`src/rtl/pu_feeder_pkg.sv`:
```
// Shared types and constants for the PU window feeder.
// Holds the feeder state encoding, the window size and the default data width.
package pu_feeder_pkg;

   typedef enum logic [1:0] {
      IDLE  = 2'd0,
      FILL  = 2'd1,
      SLIDE = 2'd2
   } state_t;

   localparam int WIN        = 4;
   localparam int DW_DEFAULT = 32;

endpackage

```
`src/rtl/valid_delay.sv`:
```
// Synchronous-reset shift register that carries {valid, last} alongside the PU pipeline.
// The delay line is cleared by reset, so windows issued before reset never produce a result.
module valid_delay #(
   parameter int DEPTH = 2,
   parameter int W     = 2
) (
   input  logic         clk,
   input  logic         rst,
   input  logic [W-1:0] din,
   output logic [W-1:0] dout
);

   logic [W-1:0] vld_p [DEPTH];

   always_ff @(posedge clk) begin
      if (rst) begin
         for (int i = 0; i < DEPTH; i++) vld_p[i] <= '0;
      end else begin
         vld_p[0] <= din;
         for (int i = 1; i < DEPTH; i++) vld_p[i] <= vld_p[i-1];
      end
   end

   assign dout = vld_p[DEPTH-1];

endmodule

```
`src/rtl/pu_window_feeder.sv`:
```
// Builds a 4-sample sliding window from a valid/ready stream and feeds it, with a small
// weight file, to the 4-input PU; out_valid/out_last are issue delayed to match the PU latency.
module pu_window_feeder
   import pu_feeder_pkg::*;
#(
   parameter int DW         = DW_DEFAULT,
   parameter int STRIDE     = 1,
   parameter int PU_LATENCY = 2
) (
   input  logic          clk,
   input  logic          rst,
   input  logic          start,
   input  logic          w_we,
   input  logic [1:0]    w_addr,
   input  logic [DW-1:0] w_data,
   output logic          w_err,
   input  logic [DW-1:0] in_data,
   input  logic          in_valid,
   input  logic          in_last,
   output logic          in_ready,
   output logic [DW-1:0] a1,
   output logic [DW-1:0] a2,
   output logic [DW-1:0] a3,
   output logic [DW-1:0] a4,
   output logic [DW-1:0] w1,
   output logic [DW-1:0] w2,
   output logic [DW-1:0] w3,
   output logic [DW-1:0] w4,
   output logic          issue,
   output logic          drop,
   output logic          out_valid,
   output logic          out_last
);

   state_t        state, next_state;
   logic [2:0]    fill_cnt, fill_nxt;
   logic [2:0]    stride_cnt, stride_nxt;
   logic          accept, win_done, last_issue, last_drop;
   logic          issue_last;
   logic [DW-1:0] wreg [4];

   assign in_ready = (state != IDLE);
   assign accept   = in_valid & in_ready;

   always_ff @(posedge clk) begin
      if (rst) state <= IDLE;
      else     state <= next_state;
   end

   always_comb begin
      next_state = state;
      fill_nxt   = fill_cnt;
      stride_nxt = stride_cnt;
      win_done   = 1'b0;
      last_issue = 1'b0;
      last_drop  = 1'b0;
      case (state)
         IDLE: begin
            if (start) begin
               next_state = FILL;
               fill_nxt   = '0;
            end
         end
         FILL: begin
            if (accept) begin
               if (fill_cnt == 3'(WIN - 1)) begin
                  win_done   = 1'b1;
                  next_state = SLIDE;
                  stride_nxt = '0;
               end else begin
                  fill_nxt = fill_cnt + 3'd1;
               end
            end
         end
         SLIDE: begin
            if (accept) begin
               if (stride_cnt == 3'(STRIDE - 1)) begin
                  win_done   = 1'b1;
                  stride_nxt = '0;
               end else begin
                  stride_nxt = stride_cnt + 3'd1;
               end
            end
         end
         default: next_state = IDLE;
      endcase
      // A frame-ending sample either completes a window or leaves a partial one behind.
      if (accept && in_last) begin
         next_state = IDLE;
         last_issue = win_done;
         last_drop  = ~win_done;
      end
   end

   always_ff @(posedge clk) begin
      if (rst) begin
         fill_cnt   <= '0;
         stride_cnt <= '0;
         issue      <= 1'b0;
         issue_last <= 1'b0;
         drop       <= 1'b0;
         w_err      <= 1'b0;
         a1         <= '0;
         a2         <= '0;
         a3         <= '0;
         a4         <= '0;
         for (int i = 0; i < 4; i++) wreg[i] <= '0;
      end else begin
         fill_cnt   <= fill_nxt;
         stride_cnt <= stride_nxt;
         issue      <= win_done;
         issue_last <= last_issue;
         drop       <= last_drop;
         w_err      <= w_we && (state != IDLE);
         if (accept) begin
            a1 <= a2;
            a2 <= a3;
            a3 <= a4;
            a4 <= in_data;
         end
         if (w_we && (state == IDLE)) wreg[w_addr] <= w_data;
      end
   end

   assign w1 = wreg[0];
   assign w2 = wreg[1];
   assign w3 = wreg[2];
   assign w4 = wreg[3];

   // Issue stage boundary: {issue, issue_last} ride alongside the PU multiply/add registers.
   valid_delay #(
      .DEPTH (PU_LATENCY),
      .W     (2)
   ) u_valid_delay (
      .clk  (clk),
      .rst  (rst),
      .din  ({issue, issue_last}),
      .dout ({out_valid, out_last})
   );

endmodule
```
`config.mk`:
```
export PLATFORM = sky130hd
export DESIGN_NAME = pu_window_feeder
export DESIGN_NICKNAME = d
export VERILOG_FILES = /design/src/rtl/pu_feeder_pkg.sv /design/src/rtl/valid_delay.sv /design/src/rtl/pu_window_feeder.sv
export SDC_FILE = /design/constraint.sdc
export NUM_CORES = 1
export LEC_CHECK = 0
export ABC_AREA = 1
export BUFFER_PORTS_ARGS = -buffer_cell sky130_fd_sc_hd__buf_2
export CAP_MARGIN = 40
export CORE_MARGIN = 8
export CORE_UTILIZATION = 54
export DETAILED_ROUTE_END_ITERATION = 8
export GPL_TIMING_DRIVEN = 0
export PLACE_DENSITY_LB_ADDON = 0.15
export SLEW_MARGIN = 40
export SYNTH_ARGS = -nofsm -noshare
export SYNTH_HDL_FRONTEND = slang
export SYNTH_SLANG_ARGS = --single-unit
```
`constraint.sdc`:
```
create_clock -name clk -period 5.25 [get_ports clk]
set_clock_uncertainty 0.15 [all_clocks]
set_input_delay 0.525 -clock clk [delete_from_list [all_inputs] [get_ports clk]]
set_output_delay 0.525 -clock clk [all_outputs]
set_load 0.05 [all_outputs]
```
== Word-level counts from Yosys, hierarchy flattened ==
Memory sizes are Yosys's and may differ from the RTL's.
Cells that the tools add are included.

* Word-level logic and storage cells: 72
* Bits in writable memories: 132
* Memories: 2
* Output and inout bits: 262
* Bits in registers: 140
* Bits of input ports: 72

{| class="wikitable"
|+ Memory list
! name !! depth !! bits a word !! read ports !! clocked after memory_dff !! wr ports !! RTL line !! text
|-
| wreg || 4 || 32 || 4 || 0 || 4 || pu_window_feeder.sv:40 || <nowiki>logic [DW-1:0] wreg [4];</nowiki>
|-
| u_valid_delay.vld_p || 2 || 2 || 2 || 0 || 2 || valid_delay.sv:13 || <nowiki>logic [W-1:0] vld_p [DEPTH];</nowiki>
|}

* Bitwise gates (word level): 6
* Multiplexer cells: 29
* Add/sub/neg operators: 2
* Equality and inequality tests: 8
* Reductions and logical operators: 14

{| class="wikitable"
|+ Operators with widths
! cell !! count
|-
| $mux 32 || 1
|-
| $reduce_or 32->1 || 1
|-
| $mux 3 || 7
|-
| $mux 2 || 6
|-
| $pmux 3 s2 || 2
|-
| $reduce_and 4->1 || 3
|-
| $mux 1 || 11
|-
| $ne 2x2->1 const B || 5
|-
| $add 3x1->3 const B || 2
|-
| $pmux 2 s3 || 1
|-
| $reduce_bool 2->1 || 3
|-
| $reduce_or 2->1 || 2
|-
| $eq 3x2->1 const B || 1
|-
| $logic_and 1x1->1 || 3
|-
| $logic_not 3->1 || 1
|-
| $not 1->1 || 3
|-
| $eq 2x1->1 const B || 1
|-
| $eq 2x2->1 const B || 1
|-
| $logic_not 2->1 || 1
|-
| $or 1x1->1 || 2
|-
| $pmux 1 s2 || 1
|-
| $and 1x1->1 || 1
|}

== Longest topological paths before layout ==
Gate-level depths: netlist of run 1.

* Depth after elaboration: 7
* Mapped depth: 9

== By module ==
From an unflattened synthesis of run 1, not the netlist that was laid out.

* Cell total of the unflattened synthesis: 989
* Area total of the unflattened synthesis: 9833.2 sq um

{| class="wikitable"
|+ By module, submodules not included
! module !! cells an instance !! instances !! area each (sq um) !! sequential area each (sq um)
|-
| pu_window_feeder || 975 || 1 || 9708.1 || 6646.4
|-
| valid_delay || 14 || 1 || 125.1 || 80.1
|}

== Least setup slack after synthesis of run 1 ==
OpenSTA, ideal clock, no wires.

* Path kind: flip-flop to flip-flop
* Start: register state[0]
* End: memory wreg[0][0] in the netlist's numbering (enable)
* Setup time: 0.389 ns
* Stages on the path, launching flop included: 8
* Setup slack: 2.805 ns
* Clock period less this slack: 2.445 ns
* Required time: 4.711 ns
* Arrival time: 1.905 ns
* Buffers on the path: 1
* Cell sequence: dfxtp_1 > inv_1 > ha_1 > nand3_2 > inv_2 > nand3_1 > buf_2 > nand2_1

{| class="wikitable"
|+ RTL lines
! what !! RTL line !! text
|-
| start, declared || pu_window_feeder.sv:35 || <nowiki>state_t state, next_state;</nowiki>
|-
| start signal, assigned || pu_window_feeder.sv:47 || <nowiki>else state <= next_state;</nowiki>
|-
| end, declared || pu_window_feeder.sv:40 ||
|}

==> impl_results.md, run 1 <==
* DP Worst Slack at 2.59 ns
* Synth warn at 0
* Global Route Usage Sum at a little under a quarter
* H-tree depth at 1
* Largest cells by area after synthesis: edfxtp_1 40%, dfxtp_1 30%, nor2_1 16%
* FF-to-FF Start: state[0]
* Fill count at between 1,000 and 1,500
* Hold Path Class: in2reg
* Die W at ~150 µm
* Final min period at 2.54 ns
* Outcome: complete, no violations
* Final max-slew violation count at 0
* Die ar. at 22,500 µm²
* VDD IR max at 0.000421 V
* Reg2reg setup slack at 2.71 ns
* Hold depth at 3
* DRT Wirelength at 27,400 µm
* Synth Area in Compound Gates at roughly 7%
* Max Fanout on Critical Path at 21
* CTS tree: done
* Vias per cell at about 4.9
* Largest net degree at the start of global routing at 33
* Mux contribution to synthesized area at 0%
* Initial antenna violation count at 2
* Vias in the first global route at around 7,500
* Fraction of layout cells with a size suffix above 1 at ~31%
* Final hold viol count at 0
* Worst Max-Slew Pin Slew at a little over 0.5 ns
* Max Cap Viol at 0
* Sw Pwr at 3.26 mW
* Clock Tree Buf Depth at 3
* Final worst-path cycle share at between 40% and 50%
* Sw Share at 43.1%
* Critical path buffer and inverter count at 4
* Post-Synth Simple-Gate Area at ~18%
* Final routed DRC violation total at 0
* Clock share of power at 23.6%
* FP Rows at roughly 50
* Die Height at approximately 150 µm
* Setup Buffers After CTS at 0
* Hold path endpoint: a4[3]
* Area share of fa/ha/maj cells after synthesis at ~1.0%
* Drt first pass iters at 5
* Area share of xor/xnor cells in the synthesized design at 0%
* Post-synthesis cell count at 981
* First-pass GRT wire length at ~41,000 µm
* CP startpoint kind: register
* Grt ovf at 0
* Clock slew at reported path FFs at roughly 0.060 ns
* Share of the synthesized area in the top cell type at between 30% and 40%
* Routability cong. at roughly 0.84
* Netlist Area Pre-Place at around 10000 µm²
* CTS Buf Count at 27
* Post-DP HPWL at ~21,000 µm
* WL/cell at between 15 and 20 µm
* Clk Latency, worst-skew pair at ~0.52 ns
* Core area at 17,800 µm²
* Critical Path Max Stage Delay at roughly 0.33 ns
* Worst endpoint required time at between 5 and 6 ns
* Nets at ~1,400
* Share of total power in sequential cells at 38.2%
* Mapped Nets at between 1,000 and 1,500
* Comb power frac at about two fifths
* Mapped Avg Cell Area at between 9 and 10 µm²
* RSZ-0062 raised after global routing: no
* Distinct cells, synth at 20
* Clk root buf: clkbuf_16
* Initial DRC count at ~400
* P_int at between 4 and 5 mW
* Slew HR at between 60% and 70%
* F_max at 394 MHz
* Main combinational cell family by area after synthesis: simple AND/OR/NAND/NOR gates
* R2r worst-path depth at 8
* Setup TNS Final at 0 ns
* Leading area contributor after synthesis: edfxtp_1
* Crit Path Category: reg2reg
* Final Setup Violations at 0
* Hold buffers post-CTS at 0
* Port bufs at between 300 and 400
* Pwr/cell area at roughly 600 nW/µm²
* CP max stage cell: ha_1
* Pleak at slightly below 6 nW
* Power Total at roughly 7.6 mW
* Seq cells post-synth at roughly 270
* Layout Utilization at a little over two thirds
* Final worst setup slack at roughly 2.7 ns
* Critical-path cell list: inv_1, ha_1, nand3_2, inv_2, nand3_1, buf_2, nand2_2, buf_16
* Starting Density at approximately 55%
* IO Pins at 334
* Final ANT Viol Nets at 0
* Min-Delay Startpoint: in_data[3]
* Reg-to-Reg End: wreg[1][19]
* CTS sink cnt at 272
* Worst EP arrival at approximately 2.6 ns
* Post_cts resized at 0
* Post-synthesis sequential area ratio at 69.3%
* CP delay by family, top: simple AND/OR/NAND/NOR gates
* DR vias at between 7,000 and 8,000
* Layout area overhead at 29.3%
* Crit end category: register
==> worst register-to-register path, cell delays in order (launching register included) <==
cell	delay, ns
dfxtp_1	0.32
inv_1	0.10
ha_1	0.33
nand3_2	0.22
inv_2	0.11
nand3_1	0.19
buf_2	0.26
nand2_2	0.33
buf_16	0.23
==> cells in the mapped netlist <==
| cell type | count |
|---|---|
| nor2_1 | 406 |
| dfxtp_1 | 144 |
| edfxtp_1 | 128 |
| o21ai_1 | 91 |
| inv_1 | 53 |
| o21ai_0 | 38 |
| buf_2 | 33 |
| nand2_1 | 28 |
| clkbuf_1 | 20 |
| nand3_1 | 15 |
| ha_1 | 8 |
| a21oi_1 | 6 |
| inv_2 | 3 |
| or2_2 | 2 |
| a31oi_1 | 1 |
| buf_1 | 1 |
| buf_6 | 1 |
| nand2_2 | 1 |
| nand3_2 | 1 |
| nand4_1 | 1 |
==> placed cells by master (no fill, tap or decap), types with 6 or more instances in the layout <==
cell         n
nand3_1     15
a21oi_1      6
ha_1         8
inv_1       53
edfxtp_1   128
nor2_1     406
dfxtp_1    144
o21ai_1     91
nand2_1     24
o21ai_0     38
buf_2      366
clkbuf_16   27
clkbuf_1    28
==> worst max path at each step <==
stage | startpoint | to | cells after the start
after detailed placement | rst | wreg[1][14] | 8
after floorplan | state[0] | wreg[0][0] | 7
final | state[0] | wreg[1][19] | 8
after global placement | rst | wreg[0][19] | 7
after CTS | state[0] | wreg[1][8] | 8
after global routing | state[1] | wreg[2][15] | 7
==> cells by family after synthesis <==
logic type                 count (synthesis)
and+or+nand+nor                          454
AOI/OAI and AO/OA                        136
buffers and inverters                    111
adders and majority gates                  8
DFF                                      272
==> routing by layer <==
metal  part of all wire (%)  track usage (%)
met1                     39             26.9
met2                     48             40.0
met3                     10             7.51
met4                    2.9             8.00
met5                  0.047                0
==> power groups by stage <==
stage	clock network [mW]	registers, mW	logic, mW
2_1_floorplan	0	4.23	0.860
3_3_place_gp	0	2.93	2.87
3_5_place_dp	0	2.94	2.91
4_1_cts	1.81	2.90	2.92
5_1_grt	1.90	2.94	3.10
6_report	1.79	2.90	2.89
==> state kept, by name, indices dropped and copies added, names as in the netlist <==
name,count
a1,32
a2,32
a3,32
a4,32
drop,1
fill_cnt,3
issue,1
issue_last,1
state,2
stride_cnt,3
u_valid_delay.vld_p,4
w_err,1
wreg,128
==> metrics by stage <==
step | hold slack (ns) | std cells | cell area, µm²
global route | 0.0928 | 1593 | 12600
CTS | 0.0681 | 1592 | 12600
floorplan | 0.238 | 981 | 9710
detailed placement | 0.246 | 1545 | 11700
finish | 0.0861 | 1593 | 12600
global placement | 0.244 | 1543 | 11700
==> final cells by class <==
type                            count  area [µm²]  area share, %
Sequential cell                   272        6730           53.6
Multi-Input combinational cell    598        2540           20.2
Timing Repair Buffer              335        1720           13.7
Clock buffer                       44         797           6.35
Tap cell                          229         287           2.28
Buffer                             55         255           2.03
Inverter                           56         210           1.67
Clock inverter                      3        16.3          0.130
Antenna cell                        1        2.50         0.0199
(Power assumes the default switching activity.)
==> inputs of run 2 (changes only) <==
CORE_UTILIZATION = 45   (was 54)
clock period = 2.3 ns   (was 5.25 ns; I/O delays follow)
==> run 2 against run 1 <==
Non-clock buffer count rose by 67. Die area grew 18%. Clock power increased to 2.5 times the previous value. Cell count increased by 7.4%.
==> impl_results.md, run 2 (synthesis results as in run 1) <==
* CP startpoint kind: input port
* Most common cell after layout, fill and taps aside: nor2_1
* Clk Latency, worst-skew pair at between 0.5 and 0.6 ns
* Most frequent cells in the layout: 406 x nor2_1, 363 x buf_2, 144 x dfxtp_1
* Setup TNS Final at 0 ns
* DRT Wirelength at 29,800 µm
* CP max stage cell: buf_2
* Hold Path Class: in2reg
* Final Setup Violations at 0
* FF/Latch Area at between 6000 and 7000 µm²
* Max Fanout on Critical Path at 20
* F_max at 477 MHz
* Clock Tree Buf Depth at 3
* Critical-path cell list: buf_2, inv_2, buf_2, buf_2, nand2_2, buf_16
* Multi-input logic area at ~2700 µm²
* Die ar. at approximately 27,000 µm²
* Initial antenna violation count at 2
* Outcome: complete, no violations
* Slew HR at between 50% and 60%
* Vias in the first global route at between 8,000 and 9,000
* Drt first pass iters at 5
* Pleak at ~6.3 nW
* Largest net degree at the start of global routing at 21
* Final worst-path cycle share at approximately 90%
* VDD IR max at slightly above 0.0008 V
* Grt ovf at 0
* R2r worst-path depth at 7
* Final max-slew violation count at 0
* CTS tree: done
* Worst EP arrival at roughly 2.2 ns
* Initial DRC count at around 410
* Final min period at around 2.1 ns
* Pwr/cell area at roughly 1300 nW/µm²
* Starting Density at between 40% and 50%
* Max Cap Viol at 0
* DP Worst Slack at -0.297 ns
* Fraction of layout cells with a size suffix above 1 at between 20 and 30%
* Die W at about 160 µm
* FP Rows at 53
* RSZ-0062 raised after global routing: no
* Critical Path Max Stage Delay at 0.64 ns
* WL/cell at between 15 and 20 µm
* CTS sink cnt at approximately 270
* Final hold viol count at 0
* Final routed DRC violation total at 0
* Die Height at between 150 and 200 µm
* Final worst setup slack at between 0.2 and 0.25 ns
* Largest Register: wreg
* Nets at between 1,000 and 1,500
* H-tree depth at 1
* Port bufs at ~330
* Layout area overhead at 39.2%
* Top cell by count, worst path: buf_2
* Post-DP HPWL at ~22,000 µm
* Global Route Usage Sum at 21.8%
* Routability cong. at around 0.81
* Clk root buf: clkbuf_16
* Crit Path Category: in2reg
* Hold depth at 3
* Setup Buffers After CTS at 0
* Worst endpoint required time at approximately 2.4 ns
* Hold WS at slightly below 0.06 ns
* Crit end category: register
* Final ANT Viol Nets at 0
* CTS Buf Count at 27
* Clock slew at reported path FFs at roughly 0.06 ns
* DR vias at 8,116
* Fill count at around 1,800
* Vias per cell at between 4 and 5
* Core area at between 20,000 and 25,000 µm²
* IO Pins at approximately 330
* Max FFs per register at between 100 and 150
* First-pass GRT wire length at 46,000 µm
* Worst Max-Slew Pin Slew at approximately 0.7 ns
==> run 2: cell count changes in the layout (fill, tap and decap cells not counted), moves of 3 or more <==
cell / before / now
buf_2: 366 / 363
clkbuf_1: 28 / 24
clkbuf_16: 27 / 30
clkinv_2: 2 / 5
dlygate4sd3_1: 0 / 68
nand2_8: 0 / 6
nand3_1: 15 / 12
nand3_2: 1 / 4
==> run 2: power breakdown <==
group / internal [mW] / total [mW] / switching, mW
Sequential: 6.03 / 6.63 / 0.597
Clock: 2.77 / 4.54 / 1.77
Combinational: 1.54 / 6.76 / 5.22
Total: 10.3 / 17.9 / 7.58
==> run 2: worst paths after layout <==
check                             from                   endpoint  slack (ns)
max reg2reg                   state[1]                wreg[0][13]        0.22
min reg2reg  u_valid_delay.vld_p[0][1]  u_valid_delay.vld_p[0][3]        0.26
max                                rst                wreg[3][15]        0.21
min                          w_addr[1]                 wreg[2][1]        0.06
==> run 2: final cells by class <==
type	count	share of cell area, %
antenna	1	0.0185
buffer	55	2.00
clock buffer	41	6.31
clock inverter	8	0.657
inverter	56	1.55
multi-input combinational	601	19.6
sequential	272	49.8
tap	275	2.54
timing repair buffer	402	17.6
==> run 2: stage by stage <==
stage / util (%) / instances / instance area (µm²) / power, mW
2_1_floorplan: - / 981 / 9710 / 11.6
3_3_place_gp: 55.6 / 1589 / 11700 / 13.3
3_5_place_dp: 55.8 / 1590 / 11800 / 13.4
4_1_cts: 64.0 / 1710 / 13500 / 18.0
5_1_grt: 64.1 / 1711 / 13500 / 18.8
6_report: 64.1 / 1711 / 13500 / 17.9
==> run 2: what timing repair did <==
action,in CTS,in global routing
pin swaps,1,0
setup endpoints to repair,96,96
hold buffers,68,0
gates cloned,3,0
gates resized for setup,9,7
hold endpoints to repair,171,0
==> run 2: worst max-delay path, delay by kind of cell <==
family / cells / cell delay (ns)
buffers and inverters: 5 / 1.53
AND/OR/NAND/NOR: 1 / 0.42
==> run 2: per-layer routing <==
metal | part of all wire (%) | vias to the layer above | global-route usage [%] | routed length (µm)
met2 | 48 | 340 | 37.7 | 14300
met3 | 10 | 34 | 6.98 | 3020
met5 | 0.040 | - | 0 | 12
met4 | 1.8 | 2 | 4.75 | 529
met1 | 40 | 3695 | 26.0 | 11900
li1 | - | 4045 | - | -
==> inputs of run 3 (changes only) <==
CORE_MARGIN = not set   (was 8)
==> run 3 against run 2 <==
Largest power group unchanged. Worst hold slack got worse by 0.027 ns. Register-to-register slack got worse by 0.04 ns. Flip-flop and latch count unchanged. Cell count unchanged. Critical path type is now reg2reg.
==> impl_results.md, run 3 (synthesis results as in run 1) <==
* DR vias at between 8,000 and 9,000
* Global Route Usage Sum at between 20% and 30%
* FP Rows at 53
* Crit path to: wreg[1][16]
* Max FFs per register at 128
* Grt ovf at 0
* FF/Latch Area at 6730 µm²
* Initial antenna violation count at 1
* CP startpoint kind: register
* First-pass GRT wire length at approximately 41,000 µm
* Busiest grt layer: met2
* Fraction of layout cells with a size suffix above 1 at 29.9%
* Vias in the first global route at 7,603
* CTS sink cnt at around 270
* Max Cap Viol at 0
* Final min period at 2.12 ns
* Post-DP HPWL at 19,500 µm
* FF-to-FF Start: state[0]
* Starting Density at a little under half
* DP Worst Slack at -0.324 ns
* Layout area overhead at 38.2%
* Fill count at around 1,800
* Final Setup Violations at 0
* Outcome: complete, no violations
* Multi-input logic area at roughly 2600 µm²
* Worst endpoint required time at ~2.4 ns
* M1 GR Usage at between 20 and 30%
* Final ANT Viol Nets at 0
* Crit Path Category: reg2reg
* Most common cell after layout, fill and taps aside: nor2_1
* DRT Wirelength at 27,200 µm
* RSZ-0062 raised after global routing: no
* Pleak at between 6 and 7 nW
* Clock slew at reported path FFs at around 0.06 ns
* Dpl cells at between 1,500 and 2,000
* Worst Max-Slew Pin Slew at slightly below 0.6 ns
* Core area at roughly 21,000 µm²
* Slew HR at between 60 and 70%
* GR Util met2 at 42.2%
* Reg2reg setup slack at 0.18 ns
* VDD IR max at about 0.00076 V
* Largest Register: wreg
* Hold Path Class: in2reg
* Largest net degree at the start of global routing at 33
* F_max at about 470 MHz
* Crit end category: register
* Worst EP arrival at 2.20 ns
* CTS Buf Count at 27
* Nets at approximately 1,500
* CTS tree: done
* WL/cell at 15.9 µm
* Final worst-path cycle share at 92.3%
* Final worst setup slack at between 0.15 and 0.2 ns
* CP startpoint: state[0]
* Reg-to-Reg End: wreg[1][16]
* Die Height at 149 µm
* Routability cong. at 0.795
* Max Fanout on Critical Path at 20
* Vias per cell at 4.72
* Drt first pass iters at 4
* IO Pins at roughly 330
* H-tree depth at 1
* Final routed DRC violation total at 0
* Clk root buf: clkbuf_16
* Layout Cells excl Fill at ~1,700
* Final max-slew violation count at 0
* Port bufs at between 300 and 400
* Clock Tree Buf Depth at 3
* Die W at 149 µm
* Clk Latency, worst-skew pair at about 0.53 ns
* Fin area at between 10,000 and 15,000 µm²
* Met3 Usage GRT at 5.47%
* Die ar. at 22,200 µm²
* Power Total at about 18 mW
* Placed cell area at 11,800 µm²
* Final hold viol count at 0
* Most frequent cells in the layout: 406 x nor2_1, 363 x buf_2, 144 x dfxtp_1
* Pwr/cell area at about 1300 nW/µm²
* Initial DRC count at around 380
* R2r worst-path depth at 8
[run 3: worst min-delay path by stage]
stage,start,slack [ns],endpoint,cells past startpoint
2_1_floorplan,rst,0.15,u_valid_delay.vld_p[0][0],1
3_3_place_gp,u_valid_delay.vld_p[0][1],0.25,u_valid_delay.vld_p[0][3],2
3_5_place_dp,u_valid_delay.vld_p[0][1],0.25,u_valid_delay.vld_p[0][3],2
4_1_cts,w_addr[0],0.006,wreg[1][31],3
5_1_grt,w_addr[0],0.02,wreg[1][1],3
6_report,w_addr[0],0.03,wreg[1][31],3
[run 3: final cells by class]
cell class / instances / area share [%]
inverter: 56 / 1.57
timing repair buffer: 403 / 17.9
buffer: 55 / 1.96
antenna: 2 / 0.0373
sequential: 272 / 50.1
clock inverter: 7 / 0.289
clock buffer: 42 / 6.02
multi-input combinational: 599 / 19.6
tap: 275 / 2.56
[run 3: critical path, cell delays in order, from the launching register on]
cell     delay (ns)
dfxtp_1        0.33
inv_1          0.15
ha_4           0.22
nand3_4        0.13
inv_2          0.12
nand3_2        0.14
buf_4          0.24
nand2_8        0.15
buf_16         0.19
[run 3: through the flow]
step / hold slack (ns) / setup TNS, ns / util (%)
after floorplan: 0.151 / -13.88 / -
after global placement: 0.249 / -113.14 / 55.6
after detailed placement: 0.250 / -24.96 / 56.0
after CTS: 0.00623 / 0 / 63.5
after global routing: 0.0203 / 0 / 63.7
final: 0.0320 / 0 / 63.7
[run 3: repair_timing]
action,4_1_cts,5_1_grt
gates resized for setup,11,3
hold endpoints to repair,171,0
setup buffers,0,0
hold buffers,68,0
cloned,1,0
endpoints found under the setup margin,96,84
[run 3: layer usage]
layer  part of all wire [%]  routed length (µm)  up-vias
met5                      0                   0        -
met4                    1.8                 499        0
met3                    7.8                2130       36
met2                     49               13300      302
met1                     42               11300     3700
li1                       -                   -     4045
[run 3: where the power goes]
part           total, mW  switching (mW)  internal (mW)
sequential          6.62           0.595           6.03
combinational       6.73            5.17           1.56
clock               4.17            1.76           2.41
total               17.5            7.53           10.0
